### src/rtl/mmu_arbiter_if.sv
// mmu_arbiter_if: pipeline IF/MEM ports and memory-controller channel of the MMU arbiter.
interface mmu_arbiter_if #(
    parameter int ADDR_W = 32,
    parameter int DATA_W = 32
);
    localparam int MASK_W = DATA_W / 8;
    logic              if_req;
    logic [ADDR_W-1:0] if_addr;
    logic              if_valid;
    logic [DATA_W-1:0] if_inst;
    logic              mem_rreq;
    logic [ADDR_W-1:0] mem_raddr;
    logic              mem_rvalid;
    logic [DATA_W-1:0] mem_rdata;
    logic              mem_wreq;
    logic [ADDR_W-1:0] mem_waddr;
    logic [MASK_W-1:0] mem_wmask;
    logic [DATA_W-1:0] mem_wdata;
    logic              mem_wdone;
    logic              busy;
    logic [1:0]        mc_rw_flag;
    logic [ADDR_W-1:0] mc_addr;
    logic [DATA_W-1:0] mc_write_data;
    logic [MASK_W-1:0] mc_write_mask;
    logic [DATA_W-1:0] mc_read_data;
    logic              mc_busy;
    logic              mc_done;

    modport slave (
        input  if_req, if_addr, mem_rreq, mem_raddr, mem_wreq, mem_waddr, mem_wmask, mem_wdata,
        input  mc_read_data, mc_busy, mc_done,
        output if_valid, if_inst, mem_rvalid, mem_rdata, mem_wdone, busy,
        output mc_rw_flag, mc_addr, mc_write_data, mc_write_mask
    );

    modport master (
        output if_req, if_addr, mem_rreq, mem_raddr, mem_wreq, mem_waddr, mem_wmask, mem_wdata,
        output mc_read_data, mc_busy, mc_done,
        input  if_valid, if_inst, mem_rvalid, mem_rdata, mem_wdone, busy,
        input  mc_rw_flag, mc_addr, mc_write_data, mc_write_mask
    );
endinterface

### src/rtl/mmu_arbiter.sv
// mmu_arbiter: arbitrates IF fetch and MEM read/write onto one memory-controller channel,
// one transaction at a time through IDLE -> ISSUE -> WAIT -> RESP.
module mmu_arbiter #(
    parameter int ADDR_W  = 32,
    parameter int DATA_W  = 32,
    parameter int RR_MODE = 0
) (
    input logic clk,
    input logic rst,
    mmu_arbiter_if.slave bus
);
    localparam int MASK_W = DATA_W / 8;
    localparam logic [1:0] SRC_IF = 2'd0;
    localparam logic [1:0] SRC_RD = 2'd1;
    localparam logic [1:0] SRC_WR = 2'd2;

    typedef enum logic [1:0] {IDLE, ISSUE, WAIT, RESP} state_t;

    state_t            r_state;
    logic [1:0]        r_owner;
    logic [1:0]        r_ptr;
    logic [ADDR_W-1:0] r_addr;
    logic [DATA_W-1:0] r_wdata;
    logic [MASK_W-1:0] r_wmask;
    logic              r_if_valid;
    logic              r_mem_rvalid;
    logic              r_mem_wdone;
    logic [DATA_W-1:0] r_if_inst;
    logic [DATA_W-1:0] r_mem_rdata;

    logic [3:0]        w_req;
    logic              w_any;
    logic [1:0]        w_p1;
    logic [1:0]        w_p2;
    logic [1:0]        w_gnt;
    logic [1:0]        w_gnt_nxt;
    logic [ADDR_W-1:0] w_gnt_addr;

    assign w_req      = {1'b0, bus.mem_wreq, bus.mem_rreq, bus.if_req};
    assign w_any      = |w_req;
    assign w_p1       = (r_ptr == 2'd2) ? 2'd0 : r_ptr + 2'd1;
    assign w_p2       = (w_p1 == 2'd2) ? 2'd0 : w_p1 + 2'd1;
    // Round-robin scans IF -> RD -> WR starting at the pointer; fixed mode ignores the pointer.
    assign w_gnt      = (RR_MODE != 0)
                      ? (w_req[r_ptr] ? r_ptr : w_req[w_p1] ? w_p1 : w_p2)
                      : (bus.mem_wreq ? SRC_WR : bus.mem_rreq ? SRC_RD : SRC_IF);
    assign w_gnt_nxt  = (w_gnt == 2'd2) ? 2'd0 : w_gnt + 2'd1;
    assign w_gnt_addr = (w_gnt == SRC_WR) ? bus.mem_waddr
                      : (w_gnt == SRC_RD) ? bus.mem_raddr : bus.if_addr;

    always_ff @(posedge clk or posedge rst) begin
        if (rst) begin
            r_state      <= IDLE;
            r_owner      <= SRC_IF;
            r_ptr        <= SRC_IF;
            r_addr       <= '0;
            r_wdata      <= '0;
            r_wmask      <= '0;
            r_if_valid   <= 1'b0;
            r_mem_rvalid <= 1'b0;
            r_mem_wdone  <= 1'b0;
            r_if_inst    <= '0;
            r_mem_rdata  <= '0;
        end else begin
            r_if_valid   <= 1'b0;
            r_mem_rvalid <= 1'b0;
            r_mem_wdone  <= 1'b0;
            case (r_state)
                IDLE: if (w_any) begin
                    r_state <= ISSUE;
                    r_owner <= w_gnt;
                    r_ptr   <= w_gnt_nxt;
                    r_addr  <= w_gnt_addr;
                    r_wdata <= (w_gnt == SRC_WR) ? bus.mem_wdata : '0;
                    r_wmask <= (w_gnt == SRC_WR) ? bus.mem_wmask : '0;
                end
                ISSUE: if (!bus.mc_busy) r_state <= WAIT;
                WAIT: if (bus.mc_done) begin
                    // Bus drops to zero here so mc_* is only non-zero in ISSUE/WAIT.
                    r_state      <= RESP;
                    r_addr       <= '0;
                    r_wdata      <= '0;
                    r_wmask      <= '0;
                    r_if_valid   <= (r_owner == SRC_IF);
                    r_mem_rvalid <= (r_owner == SRC_RD);
                    r_mem_wdone  <= (r_owner == SRC_WR);
                    if (r_owner == SRC_IF) r_if_inst <= bus.mc_read_data;
                    if (r_owner == SRC_RD) r_mem_rdata <= bus.mc_read_data;
                end
                default: r_state <= IDLE;
            endcase
        end
    end

    assign bus.mc_rw_flag    = (r_state == ISSUE && !bus.mc_busy)
                             ? ((r_owner == SRC_WR) ? 2'b10 : 2'b01) : 2'b00;
    assign bus.mc_addr       = r_addr;
    assign bus.mc_write_data = r_wdata;
    assign bus.mc_write_mask = r_wmask;
    assign bus.busy          = (r_state != IDLE);
    assign bus.if_valid      = r_if_valid;
    assign bus.if_inst       = r_if_inst;
    assign bus.mem_rvalid    = r_mem_rvalid;
    assign bus.mem_rdata     = r_mem_rdata;
    assign bus.mem_wdone     = r_mem_wdone;
endmodule

### src/flat_wrapper.sv
// flat-port wrapper written by rule: the top's interface ports become plain ports
module mmu_arbiter_flat 
#(
    parameter int ADDR_W  = 32,
    parameter int DATA_W  = 32,
    parameter int RR_MODE = 0
)
  (clk, rst, bus_if_req, bus_if_addr, bus_mem_rreq, bus_mem_raddr, bus_mem_wreq, bus_mem_waddr, bus_mem_wmask, bus_mem_wdata, bus_mc_read_data, bus_mc_busy, bus_mc_done, bus_if_valid, bus_if_inst, bus_mem_rvalid, bus_mem_rdata, bus_mem_wdone, bus_busy, bus_mc_rw_flag, bus_mc_addr, bus_mc_write_data, bus_mc_write_mask);
  mmu_arbiter_if #(.ADDR_W(ADDR_W), .DATA_W(DATA_W)) bus_i ();
  input logic clk;
  input logic rst;
  input wire logic [$bits(bus_i.if_req)-1:0] bus_if_req;
  input wire logic [$bits(bus_i.if_addr)-1:0] bus_if_addr;
  input wire logic [$bits(bus_i.mem_rreq)-1:0] bus_mem_rreq;
  input wire logic [$bits(bus_i.mem_raddr)-1:0] bus_mem_raddr;
  input wire logic [$bits(bus_i.mem_wreq)-1:0] bus_mem_wreq;
  input wire logic [$bits(bus_i.mem_waddr)-1:0] bus_mem_waddr;
  input wire logic [$bits(bus_i.mem_wmask)-1:0] bus_mem_wmask;
  input wire logic [$bits(bus_i.mem_wdata)-1:0] bus_mem_wdata;
  input wire logic [$bits(bus_i.mc_read_data)-1:0] bus_mc_read_data;
  input wire logic [$bits(bus_i.mc_busy)-1:0] bus_mc_busy;
  input wire logic [$bits(bus_i.mc_done)-1:0] bus_mc_done;
  output wire logic [$bits(bus_i.if_valid)-1:0] bus_if_valid;
  output wire logic [$bits(bus_i.if_inst)-1:0] bus_if_inst;
  output wire logic [$bits(bus_i.mem_rvalid)-1:0] bus_mem_rvalid;
  output wire logic [$bits(bus_i.mem_rdata)-1:0] bus_mem_rdata;
  output wire logic [$bits(bus_i.mem_wdone)-1:0] bus_mem_wdone;
  output wire logic [$bits(bus_i.busy)-1:0] bus_busy;
  output wire logic [$bits(bus_i.mc_rw_flag)-1:0] bus_mc_rw_flag;
  output wire logic [$bits(bus_i.mc_addr)-1:0] bus_mc_addr;
  output wire logic [$bits(bus_i.mc_write_data)-1:0] bus_mc_write_data;
  output wire logic [$bits(bus_i.mc_write_mask)-1:0] bus_mc_write_mask;
  assign bus_i.if_req = bus_if_req;
  assign bus_i.if_addr = bus_if_addr;
  assign bus_i.mem_rreq = bus_mem_rreq;
  assign bus_i.mem_raddr = bus_mem_raddr;
  assign bus_i.mem_wreq = bus_mem_wreq;
  assign bus_i.mem_waddr = bus_mem_waddr;
  assign bus_i.mem_wmask = bus_mem_wmask;
  assign bus_i.mem_wdata = bus_mem_wdata;
  assign bus_i.mc_read_data = bus_mc_read_data;
  assign bus_i.mc_busy = bus_mc_busy;
  assign bus_i.mc_done = bus_mc_done;
  assign bus_if_valid = bus_i.if_valid;
  assign bus_if_inst = bus_i.if_inst;
  assign bus_mem_rvalid = bus_i.mem_rvalid;
  assign bus_mem_rdata = bus_i.mem_rdata;
  assign bus_mem_wdone = bus_i.mem_wdone;
  assign bus_busy = bus_i.busy;
  assign bus_mc_rw_flag = bus_i.mc_rw_flag;
  assign bus_mc_addr = bus_i.mc_addr;
  assign bus_mc_write_data = bus_i.mc_write_data;
  assign bus_mc_write_mask = bus_i.mc_write_mask;
  mmu_arbiter #(.ADDR_W(ADDR_W), .DATA_W(DATA_W), .RR_MODE(RR_MODE)) u_core (.clk(clk), .rst(rst), .bus(bus_i));
endmodule
### config.mk
export PLATFORM = sky130hd
export DESIGN_NAME = mmu_arbiter_flat
export DESIGN_NICKNAME = d
export VERILOG_FILES = /design/src/rtl/mmu_arbiter_if.sv /design/src/rtl/mmu_arbiter.sv /design/src/flat_wrapper.sv
export SDC_FILE = /design/constraint.sdc
export NUM_CORES = 1
export LEC_CHECK = 0
export ABC_AREA = 1
export CAP_MARGIN = 20
export CORE_MARGIN = 2
export CORE_UTILIZATION = 41
export DETAILED_ROUTE_END_ITERATION = 8
export PLACE_DENSITY = 0.82
export SLEW_MARGIN = 10
export SYNTH_ARGS = -nofsm -noshare
export SYNTH_HDL_FRONTEND = slang
export SYNTH_SLANG_ARGS = --single-unit
### constraint.sdc
create_clock -name clk -period 6.3 [get_ports clk]
set_clock_uncertainty 0.15 [all_clocks]
set_input_delay 1.26 -clock clk [delete_from_list [all_inputs] [get_ports clk]]
set_output_delay 1.26 -clock clk [all_outputs]
set_load 0.005 [all_outputs]
==> summary.md, run 1 <==
| Metric | Value |
|---|---|
| Setup TNS | 0 ps |
| Antenna violations before repair | 0 |
| Number of diodes | 0 |
| Fin. Hold Viols | 0 |
| Crit-path max cell delay | 580 ps |
| All-Layer GR Usage | 24.1% |
| Measured slew at the worst slew-check pin | 1030 ps |
| Endpoint class of the critical path | output pin |
| RePlAce Congestion | 0.856 |
| Worst path cell trace | clkdlybuf4s50_1 -> nor3_1 -> clkdlybuf4s50_1 |
| CP max FO | 3 |
| Layout cells sized above 1 | 4.55% |
| Largest net degree at the start of global routing | 98 |
| Post-synthesis cell type count | 19 |
| Syn Inst Count | 803 |
| PD cells | 420 nW/um^2 |
| Row Count | 45 |
| Detailed Route Iter0 Violations | 467 |
| Die Height | 128 um |
| Post-CTS Setup Bufs | 0 |
| First-pass GRT wire length | 31.0 mm |
| Fmax achieved | 0.245 GHz |
| Status | complete, no violations |
| Syn Std Cell Area | 6290 um^2 |
| Post-DP Area | 9440 um^2 |
| CTS Sinks | 139 |
| Worst-Skew Late Latency | 420 ps |
| Yosys reg bits | 139 |
| Routed wire length | 19.8 mm |
| H-tree depth | 4 |
| # port buffers | 308 |
| Met1 Wirelength | 7.67 mm |
| Routed wl met3 | 1.89 mm |
| Initial core utilization | 41.7% |
| Cts bufs inserted | 17 |
| Vias in the first global route | 6183 |
| HPWL after DPL | 13.8 mm |
| DIE AREA | 16300 um^2 |
| Placed insts | 1254 |
| CP Buf/Inv Count | 2 |
| Synth Area per Inst | 7.83 um^2 |
| Worst setup SP type | primary input |
| Layout Nets | 1262 |
| Relative slew slack | 30.6% |
| Tot Pwr | 0.00423 W |
| Via Count | 6360 |
| Hold WS | 321 ps |
| IO Pins | 309 |
| Setup-failing EPs final | 0 |
| CTS Hold Bufs | 0 |
| Clock Path Buffers | 2 |
| Max Used Layer | met4 |
| Syn_nets | 978 |
| Core area | 15100 um^2 |
| Vias per std cell | 4.94 |
| Arr. time, crit path | 2670 ps |
| WL/cell | 15.3 um |
| CTS tree | yes |
| CP dominant cell by count | clkdlybuf4s50_1 |
| RSZ-0062 raised after global routing | false |
| Die Width | 128 um |
| Final min period | 4080 ps |
| GRT overflow | 0 |
| YS warnings | 0 |
| Final period utilization | 64.7% |
| P_leak | 4.89 nW |
| Top delay family on crit path | buffers and inverters |
| Design Area, Final | 10100 um^2 |
| Post-cts gate resize count | 0 |
| Area Growth Syn to Fin | 60.1% |
| CP max-delay cell | clkdlybuf4s50_1 |
| Slew Limit Fails | 0 |
| CP Class | in2out |
| Worst VDD drop | 0.256 mV |
| DRC viols | 0 |
| Worst EP required | 4890 ps |
| Fin cells | 1288 |
| 1st-pass router iterations | 5 |
| Clock-pin slew on the worst setup and hold paths | 60 ps |
| Hold Crit Class | reg2reg |
| Max-Cap Viols | 0 |
| Antenna viol nets, final | 0 |
| Routed length on met2 | 9.59 mm |
| CTS Root Cell | clkbuf_16 |
| Post-synthesis sequential area ratio | 55.3% |
[cell type report]
type                            instances  area [um^2]
Clock buffer                           17          425
Clock inverter                         15          158
Fill cell                            1216         5020
Inverter                               45          174
Multi-Input combinational cell        566         2410
Sequential cell                       139         3480
Tap cell                              188          235
Timing Repair Buffer                  318         3190
[synth_stat cells]
master	instances	share of area, %
inv_1	44	2.6
buf_2	20	1.6
clkinv_1	1	0.060
clkbuf_1	21	1.3
nor2_1	40	2.4
buf_6	2	0.36
buf_4	1	0.12
o21ai_0	65	5.2
nor3b_1	1	0.12
dfrtp_1	139	55
nand4_1	2	0.20
nor3_1	1	0.080
nand2_2	1	0.10
a21oi_2	1	0.14
buf_1	9	0.54
nand3_1	105	8.4
ha_1	4	0.80
nor2_4	1	0.18
nand2_1	345	21
[worst reg2reg max path, stage by stage (launching register included)]
cell and delay [ps]:
dfrtp_1 420, inv_1 100, ha_1 150, buf_4 380, nand2_1 150, inv_1 130
nand3_2 510, buf_16 400, nand2_1 70, o21ai_0 90
[report_power, final]
group | internal, W | leakage (nW) | switching [W]
sequential | 0.00126 | 1.81 | 0.000208
clock | 0.000558 | 0.271 | 0.000423
combinational | 0.000936 | 2.81 | 0.000843
[path summary, 6_finish.rpt]
kind	start	endpoint	slack, ps	cells past startpoint
max	bus_mc_busy	bus_mc_rw_flag[1]	2220	3
min reg2reg	u_core.bus.mc_write_data[28]$_DFFE_PP0P_	u_core.bus.mc_write_data[28]$_DFFE_PP0P_	320	2
max reg2reg	u_core.r_state[0]$_DFFE_PP0P_	u_core.bus.if_inst[11]$_DFFE_PP0P_	3630	9
max in group asynchronous	rst	u_core.bus.mc_addr[25]$_DFFE_PP0P_	3670	3
min	u_core.bus.mc_write_data[28]$_DFFE_PP0P_	u_core.bus.mc_write_data[28]$_DFFE_PP0P_	320	2
min in group asynchronous	rst	u_core.bus.if_inst[19]$_DFFE_PP0P_	1260	2
[through the flow]
stage	worst slack (ps)	util [%]
after global placement	1900	62.5
after floorplan	1170	-
after global routing	2010	66.7
final	2220	66.7
after CTS	2260	66.4
after detailed placement	1820	62.5
[cell usage in the layout (no fill, tap or decap)]
| master | netlist | final |
|---|---|---|
| nand2_1 | 345 | 345 |
| clkdlybuf4s50_1 | 0 | 307 |
| dfrtp_1 | 139 | 139 |
| nand3_1 | 105 | 103 |
| o21ai_0 | 65 | 65 |
| inv_1 | 44 | 43 |
| nor2_1 | 40 | 39 |
| clkbuf_16 | 0 | 17 |
| buf_4 | 1 | 8 |
| inv_6 | 0 | 5 |
| clkinvlp_4 | 0 | 5 |
| ha_1 | 4 | 4 |
| inv_8 | 0 | 3 |
| nand3_2 | 0 | 2 |
| nand4_1 | 2 | 2 |
| nor2_4 | 1 | 1 |
| nor2_2 | 0 | 1 |
| clkinv_1 | 1 | 1 |
| a21oi_2 | 1 | 1 |
| nand2_2 | 1 | 1 |
| nor3b_1 | 1 | 1 |
| nor3_1 | 1 | 1 |
| bufinv_16 | 0 | 1 |
| clkinv_8 | 0 | 1 |
| clkinv_2 | 0 | 1 |
| buf_2 | 20 | 1 |
| buf_16 | 0 | 1 |
| buf_12 | 0 | 1 |
[registers in the layout, summed over array words and instances (netlist names)]
signal                    cells
u_core.bus.mem_rvalid         1
u_core.bus.mc_write_mask      4
u_core.r_owner                2
u_core.bus.mc_write_data     32
u_core.bus.mem_rdata         32
u_core.bus.mc_addr           32
u_core.bus.if_inst           32
u_core.bus.mem_wdone          1
u_core.bus.if_valid           1
u_core.r_state                2
[cell families (layout without fill, tap and decap cells)]
group	Yosys count	in the layout	share of synthesized area (%)
AND/OR/NAND/NOR	496	496	32.0
flip-flops	139	139	55.3
buffers and inverters	98	395	6.55
AO/OA/AOI/OAI	66	66	5.31
adder cells (fa/ha/maj)	4	4	0.796
[per-layer routing]
layer	track usage, %	vias up
met5	0	-
met4	9.83	0
met3	8.26	43
met2	40.2	276
met1	28.6	2954
li1	-	3087
No activity file was read; power rests on OpenSTA's default activity.
==> inputs of run 2 (changes only) <==
--- a/config.mk
+++ b/config.mk
@@ -8,9 +8,9 @@
 export ABC_AREA = 1
 export CAP_MARGIN = 20
 export CORE_MARGIN = 2
-export CORE_UTILIZATION = 41
+export CORE_UTILIZATION = 37
 export DETAILED_ROUTE_END_ITERATION = 8
-export PLACE_DENSITY = 0.82
+export PLACE_DENSITY = 0.78
 export SLEW_MARGIN = 10
 export SYNTH_ARGS = -nofsm -noshare
 export SYNTH_HDL_FRONTEND = slang
==> constraint.sdc (replaced) <==
create_clock -name clk -period 3.3 [get_ports clk]
set_clock_uncertainty 0.15 [all_clocks]
set_input_delay 0.66 -clock clk [delete_from_list [all_inputs] [get_ports clk]]
set_output_delay 0.66 -clock clk [all_outputs]
set_load 0.005 [all_outputs]
==> summary.md, run 2 (synthesis gave the netlist of run 1 again) <==
| Metric | Value |
|---|---|
| Status | complete, no violations |
| Fmax achieved | 0.361 GHz |
| Setup-failing EPs final | 0 (unchanged) |
| Final min period | 2770 ps |
| RePlAce Congestion | 0.807 (-5.8%) |
| Design Area, Final | 10200 um^2 (+1.7%) |
| Measured slew at the worst slew-check pin | 1040 ps (+6.10 ps) |
| Layout cells sized above 1 | 4.63% (+0.082 points) |
| CTS tree | yes |
| Internal power | 0.00567 W (+110%) |
| RSZ-0062 raised after global routing | false |
| Clock power share | 26.0% (+2.8 points) |
| CP max-delay cell | clkdlybuf4s50_1 |
| Layout Nets | 1265 (+0.24%) |
| Final period utilization | 84.0% |
| Antenna viol nets, final | 0 (unchanged) |
| 1st-pass router iterations | 5 (unchanged) |
| Seq pwr share | 33.3% (-1.4 points) |
| Post-cts gate resize count | 0 (unchanged) |
| CP Class | reg2out |
| Routed wire length | 19.2 mm (-2.7%) |
| Area Growth Syn to Fin | 62.9% |
| Post-CTS Setup Bufs | 0 (unchanged) |
| Setup TNS | 0 ps (unchanged) |
| Relative slew slack | 30.2% (-0.41 points) |
| First-pass GRT wire length | 30.5 mm (-1.6%) |
| Fillers | 1428 (+17%) |
| Crit-path max cell delay | 550 ps (-30 ps) |
| Clock-pin slew on the worst setup and hold paths | 60 ps (about the same) |
| H-tree depth | 4 (unchanged) |
| Final setup margin | 529 ps (-1690 ps) |
| Commonest non-fill, non-tap cell in the layout | nand2_1 |
| Switching pwr | 0.00275 W (+86%) |
| CTS Root Cell | clkbuf_16 |
| Fin cells | 1322 (+2.6%) |
| Clock Path Buffers | 2 (unchanged) |
| Initial core utilization | 37.9% (-3.8 points) |
| P_leak | 4.96 nW (+1.5%) |
| DRC viols | 0 (unchanged) |
| CTS Hold Bufs | 0 (unchanged) |
| Die Height | 134 um (+5.1%) |
| Hold Crit Class | reg2reg |
| PD cells | 822 nW/um^2 (+96%) |
| CP dominant cell by count | inv_1 |
| Slew Limit Fails | 0 (unchanged) |
| Die Width | 134 um (+5.1%) |
| CP Buf/Inv Count | 3 (+1) |
| Placed insts | 1291 (+3.0%) |
| All-Layer GR Usage | 21.4% (-2.7 points) |
| Antenna violations before repair | 1 (+1) |
| Worst hold path depth | 2 (unchanged) |
| Commonest cells after routing, fill and taps aside | 345 x nand2_1, 307 x clkdlybuf4s50_1, 139 x dfrtp_1 |
| Via Count | 6210 (-2.4%) |
| Top delay family on crit path | buffers and inverters |
| Row Count | 47 (+4.4%) |
| IO Pins | 309 (unchanged) |
| Worst VDD drop | 0.403 mV (+58%) |
| WL/cell | 14.5 um (-5.2%) |
| Cts bufs inserted | 17 (unchanged) |
| HPWL after DPL | 13.7 mm (-0.39%) |
| Reg2reg path depth | 8 (-1) |
| Endpoint class of the critical path | output pin |
| Worst-Skew Late Latency | 410 ps (about the same) |
| GRT overflow | 0 (unchanged) |
| Comb pwr share | 40.7% (-1.4 points) |
| Number of diodes | 0 (unchanged) |
| Vias in the first global route | 5966 (-3.5%) |
| Post-DP Area | 9560 um^2 (+1.3%) |
| Vias per std cell | 4.70 (-4.9%) |
| # port buffers | 308 (unchanged) |
| Worst setup SP type | register |
| Core Util, Final | 61.7% (-5.0 points) |
| Stages on the worst setup path | 5 (+2) |
| Largest net degree at the start of global routing | 69 (-30%) |
| Arr. time, crit path | 1960 ps (-710 ps) |
| Max-Cap Viols | 0 (unchanged) |
| CP max FO | 4 (+1) |
| Sw Share | 32.6% (-2.2 points) |
| CTS Sinks | 139 (unchanged) |
| Worst path cell trace | inv_1 -> ha_1 -> inv_1 -> nor3_1 -> clkdlybuf4s50_1 |
| Fin. Hold Viols | 0 (unchanged) |
| Worst EP required | 2490 ps (-2400 ps) |
| Core area | 16600 um^2 (+9.9%) |
| Pre-CTS setup slack | 544 ps (-1280 ps) |
| DIE AREA | 18100 um^2 (+10%) |
| Detailed Route Iter0 Violations | 293 (-37%) |
## run 2: changes by cell type in the layout (fill, tap and decap cells not counted), moves of 2 or more
cell / before / now
inv_6: 5 / 3
bufinv_16: 1 / 6
clkinvlp_4: 5 / 1
buf_12: 1 / 4
clkinv_4: 0 / 2
inv_8: 3 / 1
## run 2: through the flow
step                power (W)  hold slack [ps]
CTS                   0.00850              323
global placement      0.00618              304
finish                0.00841              319
detailed placement    0.00626              307
floorplan             0.00422              314
global route          0.00897              346
## run 2: area by class of cell
class | count | area, um^2 | share of cell area, %
multi-input combinational | 566 | 2410 | 23.5
clock buffer | 19 | 443 | 4.33
tap | 220 | 275 | 2.69
inverter | 45 | 173 | 1.69
timing repair buffer | 321 | 3230 | 31.5
sequential | 139 | 3480 | 34.0
clock inverter | 12 | 235 | 2.30
## run 2: routing by layer
metal / share of wire (%) / track usage, % / routed length (um)
met3: 9.5 / 7.14 / 1830
met1: 41 / 26.8 / 7840
met4: 1.8 / 6.67 / 350
met2: 48 / 35.0 / 9200
met5: 0.083 / 0 / 16
## run 2: final timing paths
| path | from | end | slack [ps] |
|---|---|---|---|
| min in group asynchronous | rst | u_core.bus.mem_rdata[24]$_DFFE_PP0P_ | 540 |
| max in group asynchronous | rst | u_core.bus.mc_write_data[29]$_DFFE_PP0P_ | 1800 |
| min | u_core.bus.mc_write_data[21]$_DFFE_PP0P_ | u_core.bus.mc_write_data[21]$_DFFE_PP0P_ | 320 |
| max | u_core.r_state[1]$_DFFE_PP0P_ | bus_mc_rw_flag[1] | 530 |
| max reg2reg | u_core.r_state[0]$_DFFE_PP0P_ | u_core.bus.mc_addr[17]$_DFFE_PP0P_ | 1110 |
| min reg2reg | u_core.bus.mc_write_data[21]$_DFFE_PP0P_ | u_core.bus.mc_write_data[21]$_DFFE_PP0P_ | 320 |
## run 2: worst register-to-register path, stage by stage (launching register included)
cell and delay, ps:
dfrtp_1 410, inv_1 90, ha_1 310, nor2_1 120
a21oi_2 200, nand2_2 310, buf_12 300, nand2_1 130
nand2_1 60
## run 2: power groups by stage
stage                     combinational, W  clock, W  sequential, W
after floorplan                    0.00138         0        0.00284
after global placement             0.00339         0        0.00279
after detailed placement           0.00346         0        0.00280
after CTS                          0.00347   0.00223        0.00280
after global routing               0.00378   0.00231        0.00288
final                              0.00343   0.00219        0.00280
==> inputs of run 3 (changes only) <==
==> constraint.sdc (replaced) <==
create_clock -name clk -period 2.5 [get_ports clk]
set_clock_uncertainty 0.15 [all_clocks]
set_input_delay 0.5 -clock clk [delete_from_list [all_inputs] [get_ports clk]]
set_output_delay 0.5 -clock clk [all_outputs]
set_load 0.005 [all_outputs]
==> summary.md, run 3 (synthesis gave the netlist of run 1 again) <==
| Metric | Value |
|---|---|
| Post-CTS Setup Bufs | 0 (unchanged) |
| First-pass GRT wire length | 31.8 mm (+4.2%) |
| Design Area, Final | 10300 um^2 (+0.18%) |
| RePlAce Congestion | 0.800 (-0.92%) |
| Row Count | 47 (unchanged) |
| Relative slew slack | 61.4% (+31 points) |
| Setup-failing EPs final | 0 (unchanged) |
| Post-cts gate resize count | 5 (+5) |
| Antenna viol nets, final | 0 (unchanged) |
| Hold Crit Class | in2async |
| DRC viols | 0 (unchanged) |
| Worst setup SP type | register |
| Layout Nets | 1273 (+0.63%) |
| Number of diodes | 0 (unchanged) |
| Clock Path Buffers | 2 (unchanged) |
| Vias per std cell | 4.76 (+1.3%) |
| Largest net degree at the start of global routing | 66 (-4.3%) |
| H-tree depth | 4 (unchanged) |
| HPWL after DPL | 14.2 mm (+3.9%) |
| Worst EP required | 1850 ps (-640 ps) |
| Max-Cap Viols | 0 (unchanged) |
| Vias in the first global route | 6328 (+6.1%) |
| Top Usage Layer GRT | met2 |
| Pre-CTS setup slack | 48.0 ps (-496 ps) |
| RSZ-0062 raised after global routing | false |
| Detailed Route Iter0 Violations | 344 (+17%) |
| Met3 GRT Util | 7.60% (+0.45 points) |
| Fin. Hold Viols | 0 (unchanged) |
| All-Layer GR Usage | 22.3% (+0.91 points) |
| # port buffers | 308 (unchanged) |
| CTS tree | yes |
| Commonest non-fill, non-tap cell in the layout | nand2_1 |
| Commonest cells after routing, fill and taps aside | 345 x nand2_1, 304 x clkdlybuf4s50_1, 139 x dfrtp_1 |
| CP Class | reg2out |
| CTS Hold Bufs | 0 (unchanged) |
| Grt met1 use | 26.6% (-0.18 points) |
| P_leak | 4.99 nW (+0.59%) |
| CTS Root Cell | clkbuf_16 |
| WL/cell | 14.8 um (+1.8%) |
| GRT overflow | 0 (unchanged) |
| Initial core utilization | 37.9% (unchanged) |
| Die Height | 134 um (unchanged) |
| IO Pins | 309 (unchanged) |
| Arr. time, crit path | 1660 ps (-300 ps) |
| DIE AREA | 18100 um^2 (unchanged) |
| Via Count | 6332 (+2.0%) |
| Die Width | 134 um (unchanged) |
| 1st-pass router iterations | 7 (+2) |
| CP max FO | 4 (unchanged) |
| Layout cells sized above 1 | 5.58% (+0.95 points) |
| Antenna violations before repair | 0 (-1) |
| Final period utilization | 92.4% |
| Clock-pin slew on the worst setup and hold paths | 60 ps (about the same) |
| Final min period | 2310 ps |
| Routed wire length | 19.7 mm (+2.5%) |
| Core area | 16600 um^2 (unchanged) |
| PD cells | 1070 nW/um^2 (+30%) |
| Setup TNS | 0 ps (unchanged) |
| Met2 global-route usage | 37.5% (+2.5 points) |
| Tot Pwr | 0.0109 W (+30%) |
| Area Growth Syn to Fin | 63.2% |
| Fmax achieved | 0.433 GHz |
| Core Util, Final | 61.9% (+0.11 points) |
| Worst VDD drop | 0.571 mV (+42%) |
| Post-DP Area | 9650 um^2 (+0.89%) |
| Measured slew at the worst slew-check pin | 580 ps (-461 ps) |
| Final setup margin | 191 ps (-339 ps) |
| Worst-Skew Late Latency | 410 ps (about the same) |
| Status | complete, no violations |
| CTS Sinks | 139 (unchanged) |
| Cts bufs inserted | 17 (unchanged) |
| Slew Limit Fails | 0 (unchanged) |
| Endpoint class of the critical path | output pin |
## run 3: changes by cell type in the layout (fill, tap and decap cells not counted), sizes merged
cell           before  now
dlygate4sd2         0    3
inv                47   46
clkdlybuf4s50     307  304
bufinv              6    3
clkinv              3    8
buf                14   22
## run 3: power by group
group / internal [W] / switching (W) / total (W)
combinational: 0.00249 / 0.00216 / 0.00465
sequential: 0.00318 / 0.000515 / 0.00370
clock: 0.00161 / 0.000987 / 0.00259
total: 0.00728 / 0.00366 / 0.0109
## run 3: area by class of cell
class	instances	area, um^2
multi-input cells	566	2420
well taps	220	275
inverters	45	173
repair buffers	329	3310
fillers	1473	6320
clock inverters	13	165
clock buffers	19	443
flip-flops and latches	139	3480
## run 3: worst max-delay path: stages (launching register included)
cell           delay (ps)
dfrtp_1               410
inv_1                  90
ha_2                  210
inv_1                  70
nor3_2                210
dlygate4sd2_1         260
## run 3: routing by layer
metal | share of wire, % | wire (um) | vias to the layer above
li1 | - | - | 3107
met1 | 41 | 7980 | 2933
met2 | 48 | 9520 | 259
met3 | 8.9 | 1750 | 33
met4 | 2.4 | 464 | 0
met5 | 0 | 0 | -
## run 3: through the flow
step                      hold WS, ps  std cells
after global routing              307       1331
after detailed placement          308       1299
after global placement            304       1299
after floorplan                   314        803
final                             307       1331
after CTS                         306       1331
## run 3: path summary, 6_finish.rpt
path / from / to / slack (ps) / cells after the start
setup / recovery: u_core.r_state[1]$_DFFE_PP0P_ / bus_mc_rw_flag[1] / 190 / 5
hold / removal: rst / u_core.bus.mem_rdata[15]$_DFFE_PP0P_ / 310 / 2
setup reg to reg: u_core.r_state[0]$_DFFE_PP0P_ / u_core.bus.mc_addr[2]$_DFFE_PP0P_ / 450 / 7
hold reg to reg: u_core.bus.mc_write_data[5]$_DFFE_PP0P_ / u_core.bus.mc_write_data[5]$_DFFE_PP0P_ / 320 / 2
max in group asynchronous: rst / u_core.bus.mc_write_data[1]$_DFFE_PP0P_ / 1300 / 3
min in group clk: u_core.bus.mc_write_data[5]$_DFFE_PP0P_ / u_core.bus.mc_write_data[5]$_DFFE_PP0P_ / 320 / 2
